==> src/rtl/spike_packet_dispatcher_if.sv <==
// Front-end handshakes (header, spike packets) and the Wishbone master bus of
// the spike packet dispatcher, bundled as one port group.
interface spike_packet_dispatcher_if;
  // image header handshake
  logic        hdr_valid_i;
  logic        hdr_ready_o;
  logic [7:0]  hdr_num_packets_i;
  // spike packet stream
  logic        pkt_valid_i;
  logic        pkt_ready_o;
  logic [7:0]  pkt_axon_i;
  // Wishbone master towards the neuron core
  logic        wbm_cyc_o;
  logic        wbm_stb_o;
  logic        wbm_we_o;
  logic [3:0]  wbm_sel_o;
  logic [31:0] wbm_adr_o;
  logic [31:0] wbm_dat_o;
  logic        wbm_ack_i;

  // dispatcher side
  modport master (
    input  hdr_valid_i, hdr_num_packets_i, pkt_valid_i, pkt_axon_i, wbm_ack_i,
    output hdr_ready_o, pkt_ready_o,
    output wbm_cyc_o, wbm_stb_o, wbm_we_o, wbm_sel_o, wbm_adr_o, wbm_dat_o
  );

  // producer / neuron-core side
  modport slave (
    output hdr_valid_i, hdr_num_packets_i, pkt_valid_i, pkt_axon_i, wbm_ack_i,
    input  hdr_ready_o, pkt_ready_o,
    input  wbm_cyc_o, wbm_stb_o, wbm_we_o, wbm_sel_o, wbm_adr_o, wbm_dat_o
  );
endinterface

==> src/rtl/spike_packet_dispatcher.sv <==
// Spike packet dispatcher: buffers axon-index packets in a FIFO and, per image
// header, issues one image-start event write followed by one synapse-row write
// per packet to the neuron core over Wishbone, with an ack timeout.
module spike_packet_dispatcher #(
  parameter logic [31:0] EVENT_ADDR      = 32'h3000_C000,
  parameter logic [31:0] PKT_BASE        = 32'h3000_0000,
  parameter int unsigned PKT_STRIDE_LOG2 = 6,
  parameter int unsigned FIFO_DEPTH_LOG2 = 4,
  parameter int unsigned TIMEOUT_CYCLES  = 255
) (
  input  logic                      clk,
  input  logic                      rst,
  spike_packet_dispatcher_if.master bus,
  output logic                      busy_o,
  output logic                      image_done_o,
  output logic                      timeout_err_o,
  output logic [7:0]                packets_sent_o
);

  localparam int unsigned AW       = FIFO_DEPTH_LOG2;
  localparam int unsigned DEPTH    = 2 ** AW;
  localparam logic [7:0]  TMO_LAST = 8'(TIMEOUT_CYCLES - 1);

  typedef enum logic [2:0] {
    S_IDLE     = 3'd0,
    S_HDR_WR   = 3'd1,
    S_PKT_WAIT = 3'd2,
    S_PKT_WR   = 3'd3,
    S_DONE     = 3'd4
  } state_t;

  state_t      state;
  state_t      state_nx;

  logic [7:0]  mem [DEPTH];
  logic [AW:0] wr_ptr;
  logic [AW:0] rd_ptr;
  logic        fifo_full;
  logic        fifo_empty;
  logic        push;
  logic        pop;
  logic        flush;
  logic [7:0]  head;

  logic [7:0]  num;
  logic [7:0]  tmo_cnt;
  logic        hdr_acc;
  logic        xfer_ack;
  logic        tmo_hit;
  logic        stb_rise;
  logic [7:0]  sent_inc;
  logic        last_pkt;

  // next values of the registered outputs
  logic        cyc_d;
  logic        stb_d;
  logic        we_d;
  logic [3:0]  sel_d;
  logic [31:0] adr_d;
  logic [31:0] dat_d;
  logic        busy_d;
  logic        done_d;
  logic        err_d;
  logic [7:0]  sent_d;
  logic [7:0]  num_d;

  assign fifo_empty = (wr_ptr == rd_ptr);
  assign fifo_full  = (wr_ptr[AW] != rd_ptr[AW]) &&
                      (wr_ptr[AW-1:0] == rd_ptr[AW-1:0]);
  assign head       = mem[rd_ptr[AW-1:0]];

  assign bus.hdr_ready_o = (state == S_IDLE);
  assign bus.pkt_ready_o = !fifo_full;

  // stb is only ever high in HDR_WR / PKT_WR, so a stray ack is ignored
  assign hdr_acc  = bus.hdr_valid_i && (state == S_IDLE);
  assign xfer_ack = bus.wbm_stb_o && bus.wbm_ack_i;
  assign tmo_hit  = bus.wbm_stb_o && !bus.wbm_ack_i && (tmo_cnt == TMO_LAST);
  assign stb_rise = stb_d && !bus.wbm_stb_o;

  // a timeout discards everything buffered, including a same-cycle push
  assign flush = tmo_hit;
  assign push  = bus.pkt_valid_i && !fifo_full && !flush;
  assign pop   = (state == S_PKT_WR) && xfer_ack;

  assign sent_inc = packets_sent_o + 8'd1;
  assign last_pkt = (sent_inc == num);

  // packet storage
  always_ff @(posedge clk) begin
    if (push) begin
      mem[wr_ptr[AW-1:0]] <= bus.pkt_axon_i;
    end
  end

  // FIFO pointers; a full FIFO refuses a push even when a pop coincides
  always_ff @(posedge clk) begin
    if (rst) begin
      wr_ptr <= '0;
      rd_ptr <= '0;
    end else if (flush) begin
      rd_ptr <= wr_ptr;
    end else begin
      if (push) wr_ptr <= wr_ptr + (AW+1)'(1);
      if (pop)  rd_ptr <= rd_ptr + (AW+1)'(1);
    end
  end

  // ack-wait counter: cleared as stb rises, counts unacked strobe cycles
  always_ff @(posedge clk) begin
    if (rst) begin
      tmo_cnt <= '0;
    end else if (stb_rise) begin
      tmo_cnt <= '0;
    end else if (bus.wbm_stb_o && !bus.wbm_ack_i) begin
      tmo_cnt <= tmo_cnt + 8'd1;
    end
  end

  // FSM state register
  always_ff @(posedge clk) begin
    if (rst) state <= S_IDLE;
    else     state <= state_nx;
  end

  // FSM next-state logic
  always_comb begin
    state_nx = state;
    unique case (state)
      S_IDLE: begin
        if (hdr_acc) state_nx = S_HDR_WR;
      end
      S_HDR_WR: begin
        if (xfer_ack)     state_nx = (num == 8'd0) ? S_DONE : S_PKT_WAIT;
        else if (tmo_hit) state_nx = S_IDLE;
      end
      S_PKT_WAIT: begin
        if (!fifo_empty) state_nx = S_PKT_WR;
      end
      S_PKT_WR: begin
        if (xfer_ack)     state_nx = last_pkt ? S_DONE : S_PKT_WAIT;
        else if (tmo_hit) state_nx = S_IDLE;
      end
      S_DONE: begin
        state_nx = S_IDLE;
      end
      default: begin
        state_nx = S_IDLE;
      end
    endcase
  end

  // FSM output logic: next values for the bus and status registers
  always_comb begin
    cyc_d  = bus.wbm_cyc_o;
    stb_d  = bus.wbm_stb_o;
    we_d   = bus.wbm_we_o;
    sel_d  = bus.wbm_sel_o;
    adr_d  = bus.wbm_adr_o;
    dat_d  = bus.wbm_dat_o;
    busy_d = (state_nx != S_IDLE);
    done_d = (state_nx == S_DONE);
    err_d  = timeout_err_o;
    sent_d = packets_sent_o;
    num_d  = num;
    unique case (state)
      S_IDLE: begin
        if (hdr_acc) begin
          num_d  = bus.hdr_num_packets_i;
          sent_d = 8'd0;
          err_d  = 1'b0;
          cyc_d  = 1'b1;
          stb_d  = 1'b1;
          we_d   = 1'b1;
          sel_d  = 4'hF;
          adr_d  = EVENT_ADDR;
          dat_d  = {24'b0, bus.hdr_num_packets_i};
        end
      end
      S_HDR_WR, S_PKT_WR: begin
        if (xfer_ack || tmo_hit) begin
          cyc_d = 1'b0;
          stb_d = 1'b0;
          we_d  = 1'b0;
          sel_d = 4'h0;
        end
        if (tmo_hit) err_d = 1'b1;
        if (xfer_ack && (state == S_PKT_WR)) sent_d = sent_inc;
      end
      S_PKT_WAIT: begin
        if (!fifo_empty) begin
          cyc_d = 1'b1;
          stb_d = 1'b1;
          we_d  = 1'b1;
          sel_d = 4'hF;
          adr_d = PKT_BASE + (32'(head) << PKT_STRIDE_LOG2);
          dat_d = 32'(head);
        end
      end
      default: begin
      end
    endcase
  end

  // registered outputs
  always_ff @(posedge clk) begin
    if (rst) begin
      bus.wbm_cyc_o  <= 1'b0;
      bus.wbm_stb_o  <= 1'b0;
      bus.wbm_we_o   <= 1'b0;
      bus.wbm_sel_o  <= 4'h0;
      bus.wbm_adr_o  <= 32'h0;
      bus.wbm_dat_o  <= 32'h0;
      busy_o         <= 1'b0;
      image_done_o   <= 1'b0;
      timeout_err_o  <= 1'b0;
      packets_sent_o <= 8'd0;
      num            <= 8'd0;
    end else begin
      bus.wbm_cyc_o  <= cyc_d;
      bus.wbm_stb_o  <= stb_d;
      bus.wbm_we_o   <= we_d;
      bus.wbm_sel_o  <= sel_d;
      bus.wbm_adr_o  <= adr_d;
      bus.wbm_dat_o  <= dat_d;
      busy_o         <= busy_d;
      image_done_o   <= done_d;
      timeout_err_o  <= err_d;
      packets_sent_o <= sent_d;
      num            <= num_d;
    end
  end

endmodule

==> src/flat_wrapper.sv <==
// flat-port wrapper written by rule: the top's interface ports become plain ports
module spike_packet_dispatcher_flat 
#(
  parameter logic [31:0] EVENT_ADDR      = 32'h3000_C000,
  parameter logic [31:0] PKT_BASE        = 32'h3000_0000,
  parameter int unsigned PKT_STRIDE_LOG2 = 6,
  parameter int unsigned FIFO_DEPTH_LOG2 = 4,
  parameter int unsigned TIMEOUT_CYCLES  = 255
)
  (clk, rst, busy_o, image_done_o, timeout_err_o, packets_sent_o, bus_hdr_valid_i, bus_hdr_num_packets_i, bus_pkt_valid_i, bus_pkt_axon_i, bus_wbm_ack_i, bus_hdr_ready_o, bus_pkt_ready_o, bus_wbm_cyc_o, bus_wbm_stb_o, bus_wbm_we_o, bus_wbm_sel_o, bus_wbm_adr_o, bus_wbm_dat_o);
  spike_packet_dispatcher_if bus_i ();
  input  logic clk;
  input  logic rst;
  output logic busy_o;
  output logic image_done_o;
  output logic timeout_err_o;
  output logic [7:0] packets_sent_o;
  input wire logic [$bits(bus_i.hdr_valid_i)-1:0] bus_hdr_valid_i;
  input wire logic [$bits(bus_i.hdr_num_packets_i)-1:0] bus_hdr_num_packets_i;
  input wire logic [$bits(bus_i.pkt_valid_i)-1:0] bus_pkt_valid_i;
  input wire logic [$bits(bus_i.pkt_axon_i)-1:0] bus_pkt_axon_i;
  input wire logic [$bits(bus_i.wbm_ack_i)-1:0] bus_wbm_ack_i;
  output wire logic [$bits(bus_i.hdr_ready_o)-1:0] bus_hdr_ready_o;
  output wire logic [$bits(bus_i.pkt_ready_o)-1:0] bus_pkt_ready_o;
  output wire logic [$bits(bus_i.wbm_cyc_o)-1:0] bus_wbm_cyc_o;
  output wire logic [$bits(bus_i.wbm_stb_o)-1:0] bus_wbm_stb_o;
  output wire logic [$bits(bus_i.wbm_we_o)-1:0] bus_wbm_we_o;
  output wire logic [$bits(bus_i.wbm_sel_o)-1:0] bus_wbm_sel_o;
  output wire logic [$bits(bus_i.wbm_adr_o)-1:0] bus_wbm_adr_o;
  output wire logic [$bits(bus_i.wbm_dat_o)-1:0] bus_wbm_dat_o;
  assign bus_i.hdr_valid_i = bus_hdr_valid_i;
  assign bus_i.hdr_num_packets_i = bus_hdr_num_packets_i;
  assign bus_i.pkt_valid_i = bus_pkt_valid_i;
  assign bus_i.pkt_axon_i = bus_pkt_axon_i;
  assign bus_i.wbm_ack_i = bus_wbm_ack_i;
  assign bus_hdr_ready_o = bus_i.hdr_ready_o;
  assign bus_pkt_ready_o = bus_i.pkt_ready_o;
  assign bus_wbm_cyc_o = bus_i.wbm_cyc_o;
  assign bus_wbm_stb_o = bus_i.wbm_stb_o;
  assign bus_wbm_we_o = bus_i.wbm_we_o;
  assign bus_wbm_sel_o = bus_i.wbm_sel_o;
  assign bus_wbm_adr_o = bus_i.wbm_adr_o;
  assign bus_wbm_dat_o = bus_i.wbm_dat_o;
  spike_packet_dispatcher #(.EVENT_ADDR(EVENT_ADDR), .PKT_BASE(PKT_BASE), .PKT_STRIDE_LOG2(PKT_STRIDE_LOG2), .FIFO_DEPTH_LOG2(FIFO_DEPTH_LOG2), .TIMEOUT_CYCLES(TIMEOUT_CYCLES)) u_core (.clk(clk), .rst(rst), .bus(bus_i), .busy_o(busy_o), .image_done_o(image_done_o), .timeout_err_o(timeout_err_o), .packets_sent_o(packets_sent_o));
endmodule
==> config.mk <==
export PLATFORM = sky130hd
export DESIGN_NAME = spike_packet_dispatcher_flat
export DESIGN_NICKNAME = d
export VERILOG_FILES = /design/src/rtl/spike_packet_dispatcher_if.sv /design/src/rtl/spike_packet_dispatcher.sv /design/src/flat_wrapper.sv
export SDC_FILE = /design/constraint.sdc
export NUM_CORES = 1
export LEC_CHECK = 0
export ABC_AREA = 0
export CORE_UTILIZATION = 59
export DETAILED_ROUTE_END_ITERATION = 8
export GPL_TIMING_DRIVEN = 0
export PLACE_DENSITY = 0.91
export SYNTH_ARGS = -nofsm -noshare
export SYNTH_HDL_FRONTEND = slang
export SYNTH_SLANG_ARGS = --single-unit
==> constraint.sdc <==
create_clock -name clk -period 6.9 [get_ports clk]
set_clock_uncertainty 0.2 [all_clocks]
set_input_delay 0.69 -clock clk [delete_from_list [all_inputs] [get_ports clk]]
set_output_delay 0.69 -clock clk [all_outputs]
set_load 0.03 [all_outputs]
Word level (Yosys, flattened, before mapping)
Memory sizes are Yosys's and may differ from the RTL's. A register that Yosys moved wholly into a read port is not among the register bits.
Index checks and enable logic that the tools add are counted.

storage, ports and cells
  flip-flop bits (word level) = 110
  RAM bits = 128
  bits of input ports = 21
  output and inout bits = 84
  memories kept = 1

memories
  name        depth  bits a word  read ports  clocked after memory_dff  write ports  RTL line                       source
  u_core.mem  16     8            1           1                         1            spike_packet_dispatcher.sv:35  logic [7:0] mem [DEPTH];

operators by class
  add/sub/neg operators = 5
  equality and inequality tests = 14
  muxes and demuxes = 38
  bitwise gates (word level) = 1
  reduce and logical (&&, ||, !) cells = 29

operators by type and width
  operator                  count
  $mux W32                  4
  $pmux W32 S2              2
  $add A30 B14 Y31 const A  1
  $mux W3                   7
  $mux W4                   5
  $add A8 B1 Y8 const B     2
  $mux W8                   2
  $pmux W8 S2               1
  $pmux W3 S4               1
  $pmux W4 S3               1
  $add A5 B1 Y5 const B     2
  $mux W1                   10
  $mux W5                   2
  $logic_and A1 B1 Y1       9
  $reduce_and A3 Y1         3
  $eq A8 B8 Y1              1
  $eq A8 B8 Y1 const B      1
  $logic_not A8 Y1          1
  $ne A2 B1 Y1 const B      4
  $eq A3 B2 Y1 const B      2
  $pmux W1 S3               2
  $reduce_bool A2 Y1        3
  $reduce_bool A3 Y1        2
  $eq A5 B5 Y1              1
  13 further kinds          18

Depth between registers and ports, before layout
  depth after elaboration = 8
  mapped depth = 9
  mapped depth without buffers = 8

Least setup slack after synthesis
No wires, ideal clock.

  kind = input-to-reg
  from = in bus_wbm_ack_i
  to = mem u_core.mem[3][0], enable pin
  arrival time = 2.326 ns
  setup slack = 3.991 ns
  stages on the path = 7
  path buffers = 2
  cells stage by stage = nor2b_1 -> buf_2 -> and4_1 -> clkbuf_1 -> a211oi_4 -> nand2_1 -> nor3_1

between the ends
  longest elaborated chain between the ends = 7

ends and longest elaborated chain
  element                            RTL line                       source
  start: declaration                 flat_wrapper.sv:22             input wire logic [$bits(bus_i.wbm_ack_i)-1:0] bus_wbm_ack_i;
  $logic_not A1 Y1                   spike_packet_dispatcher.sv:78  assign tmo_hit = bus.wbm_stb_o && !bus.wbm_ack_i && (tmo_cnt == TMO_LAST);
  $logic_and A1 B1 Y1 (2 in series)  spike_packet_dispatcher.sv:78
  $logic_not A1 Y1                   spike_packet_dispatcher.sv:83  assign push = bus.pkt_valid_i && !fifo_full && !flush;
  $logic_and A1 B1 Y1                spike_packet_dispatcher.sv:83
  $mux W1                            spike_packet_dispatcher.sv:91  if (push) begin
  $mux W1 (not written as such)      spike_packet_dispatcher.sv:92  mem[wr_ptr[AW-1:0]] <= bus.pkt_axon_i;
  end: declaration                   spike_packet_dispatcher.sv:35

No other way between the ends.

Worst setup path after layout
  from = in bus_wbm_ack_i
  to = mem u_core.mem[3][2], enable pin

The elaborated chain is that of the path after synthesis.

==> flow_summary.ini <==
[clock_network]
post_cts.repair.setup_buffers = 0
cts-htree-levels = 4
postCtsResizedCells = 0
clockBufferDepth = 2
numCtsBuffers = 17
cts_root_buf = clkbuf_16
clk_latency_ns = 0.43
cts_tree = built
cts.sinks = 192
cts-hold-fix-buffers = 0
clk_pin_slew_worst_paths_ns = 0.07

[floorplanning]
die_width_um = 120
io_pins = 105
rows = 42
core_area_sq_mm = 0.0133
die_h_um = 120
initial_core_util = 0.612
die_area_sq_mm = 0.0143

[setup_path]
cp-start-kind = input pin
end_kind = register
worstPathMaxFanout = 10
crit_required_ns = 6.74
arrival_ns = 3.56
critPathKind = in2reg

[logic_synthesis]
yosysMostFrequentCell = edfxtp_1
synth_top_area_share = 0.471
synth_edf_count = 128
ys_warn_count = 0
synth_cells = 598
synth_top_area_cell = edfxtp_1
synth.avg_cell_area_sq_um = 13.7
ys_top_cells_by_area = edfxtp_1 47%, dfxtp_1 16%, mux4_2 11%, buf_4 4.7%, nand2_1 2.8%
ys.flop_type = edfxtp_1
synth_cell_type_count = 48
synth.yosys.seq_area_share = 0.628
synth-seq-cells = 192
synthArstFlopShare = 0
synth_area_sq_mm = 0.00816
synth_common_cells = 128 x edfxtp_1, 64 x dfxtp_1, 60 x nand2_1, 51 x buf_4, 49 x nor2_1

[drt]
routed_wl_mm = 18.3
via_per_inst = 5.89
ant_nets = 0
drtIter0Drc = 730
wl_per_cell_um = 20.2
via_count = 5355
drc = 0
drtPass1Iterations = 5

[final_layout]
fin_area_sq_mm = 0.00975
fin_nets = 749
stdcell_count = 909
synthToLayoutAreaGrowth_pct = 19.5
fill_cells = 826
drive_above_1_share = 0.180
diodes = 0

[grt]
grt_usage = 0.270
grt_max_degree = 18
grt_first_pass_wirelength_mm = 28.1
antenna_found_initial = 0
grt-ovfl-total = 0
grt_pass1_vias = 5099

[place]
dp_hpwl_mm = 12.4
dp_cells = 877
portBuffers = 60
gp_congestion = 0.971
dpl_cell_area_sq_mm = 0.00915
pre_cts_ws_ns = 2.83

[power]
ir_worst_vdd_v = 0.000228
p_leak_nw = 3.42
p_per_area_mw_per_mm2 = 256

[outcome]
status = finished, final reports clean

[sta]
drv_slew = 0
finalHoldViolCount = 0
fin_crit_sh = 0.539
fmax_mhz = 269
rsz0062_at_grt = false
post-route-worst-setup-slack_ns = 3.18
slew_headroom = 0.147
period_needed_ns = 3.72
setup_viol = 0
tns_ns = 0
worstMarginPinSlew_ns = 1.27

[worst_hold_path]
min_path_type = reg2reg

[job]
cap_violations = 0
==> area by class of cell <==
class                      count  area, sq um  area share
multi-input combinational    362         2680       0.274
tap                          176          220      0.0226
buffer                        79          495      0.0508
clock buffer                  19          433      0.0444
inverter                       8         30.0     0.00308
timing repair buffer          60          601      0.0616
clock inverter                13          175      0.0180
sequential                   192         5120       0.525
==> flip-flops by register name, indices dropped and copies added, names as in the netlist, named ones only <==
signal / flops
u_core.wr_ptr: 5
u_core.packets_sent_o: 8
u_core.timeout_err_o: 1
u_core.tmo_cnt: 8
u_core.mem: 128
u_core.bus.wbm_sel_o: 1
u_core.image_done_o: 1
u_core.rd_ptr: 5
u_core.state: 3
u_core.num: 8
u_core.bus.wbm_adr_o: 10
u_core.busy_o: 1
u_core.bus.wbm_stb_o: 1
u_core.bus.wbm_dat_o: 8
==> placed cells by master, fill, tap and decap left out, drive strengths merged, types with 10 or more instances in the layout <==
| cell | netlist | routed |
|---|---|---|
| dfxtp | 64 | 64 |
| buf | 62 | 62 |
| mux4 | 40 | 40 |
| xor2 | 17 | 17 |
| clkbuf | 17 | 36 |
| edfxtp | 128 | 128 |
| nor2 | 50 | 50 |
| clkdlybuf4s50 | 0 | 60 |
| o21ai | 11 | 11 |
| conb | 1 | 44 |
| inv | 8 | 13 |
| a21oi | 30 | 30 |
| nand3 | 11 | 11 |
| nand4 | 10 | 10 |
| a31oi | 14 | 14 |
| nand2 | 60 | 60 |
==> metrics by stage <==
step	utilization	hold WS, ns	power, mW
floorplan	-	0.255	1.43
global placement	0.685	0.251	1.50
detailed placement	0.685	0.261	1.51
CTS	0.731	0.269	2.50
global route	0.731	0.288	2.56
finish	0.731	0.277	2.50
==> worst max-delay path, stage by stage <==
cell             delay, ns
clkdlybuf4s50_1       0.50
nor2b_1               0.05
buf_2                 0.17
and4_1                0.20
clkbuf_1              0.22
a211oi_4              0.45
nand2_1               0.26
nor3_1                1.02
==> layer usage <==
metal  share of wire  up-vias  routed length [um]  GRT usage
met5               0        -                   0          0
met4           0.032        0                 580      0.109
met3           0.073       54                1340     0.0566
met2            0.54      316                9890      0.484
met1            0.36     2614                6530      0.315
li1                -     2371                   -          -
==> path summary, 6_finish.rpt <==
check	cells after the start	to	slack (ns)	from
worst min-delay path	2	u_core.bus.wbm_adr_o[7]	0.28	u_core.bus.wbm_adr_o[7]
worst max register to register	8	u_core.mem[3][2]	3.40	u_core.tmo_cnt[0]
worst min register to register	2	u_core.bus.wbm_adr_o[7]	0.28	u_core.bus.wbm_adr_o[7]
worst max-delay path	8	u_core.mem[3][2]	3.18	bus_wbm_ack_i
==> logic make-up (layout without fill, tap and decap cells) <==
logic type | after synthesis | in the layout | synth area share
other | 1 | 44 | 0.000459
AO/OA/AOI/OAI | 77 | 77 | 0.0610
XOR/XNOR | 25 | 25 | 0.0268
buffers and inverters | 87 | 179 | 0.0644
flip-flops | 192 | 192 | 0.628
multiplexers | 40 | 40 | 0.110
AND/OR/NAND/NOR | 168 | 168 | 0.0970
adder cells (fa/ha/maj) | 8 | 8 | 0.0123
==> power breakdown <==
group	total (mW)	internal [mW]	switching (mW)	leakage, nW
combinational	0.222	0.0854	0.137	1.45
clock	1.01	0.578	0.431	0.290
sequential	1.27	1.25	0.0169	1.68
(Power assumes the default switching activity.)
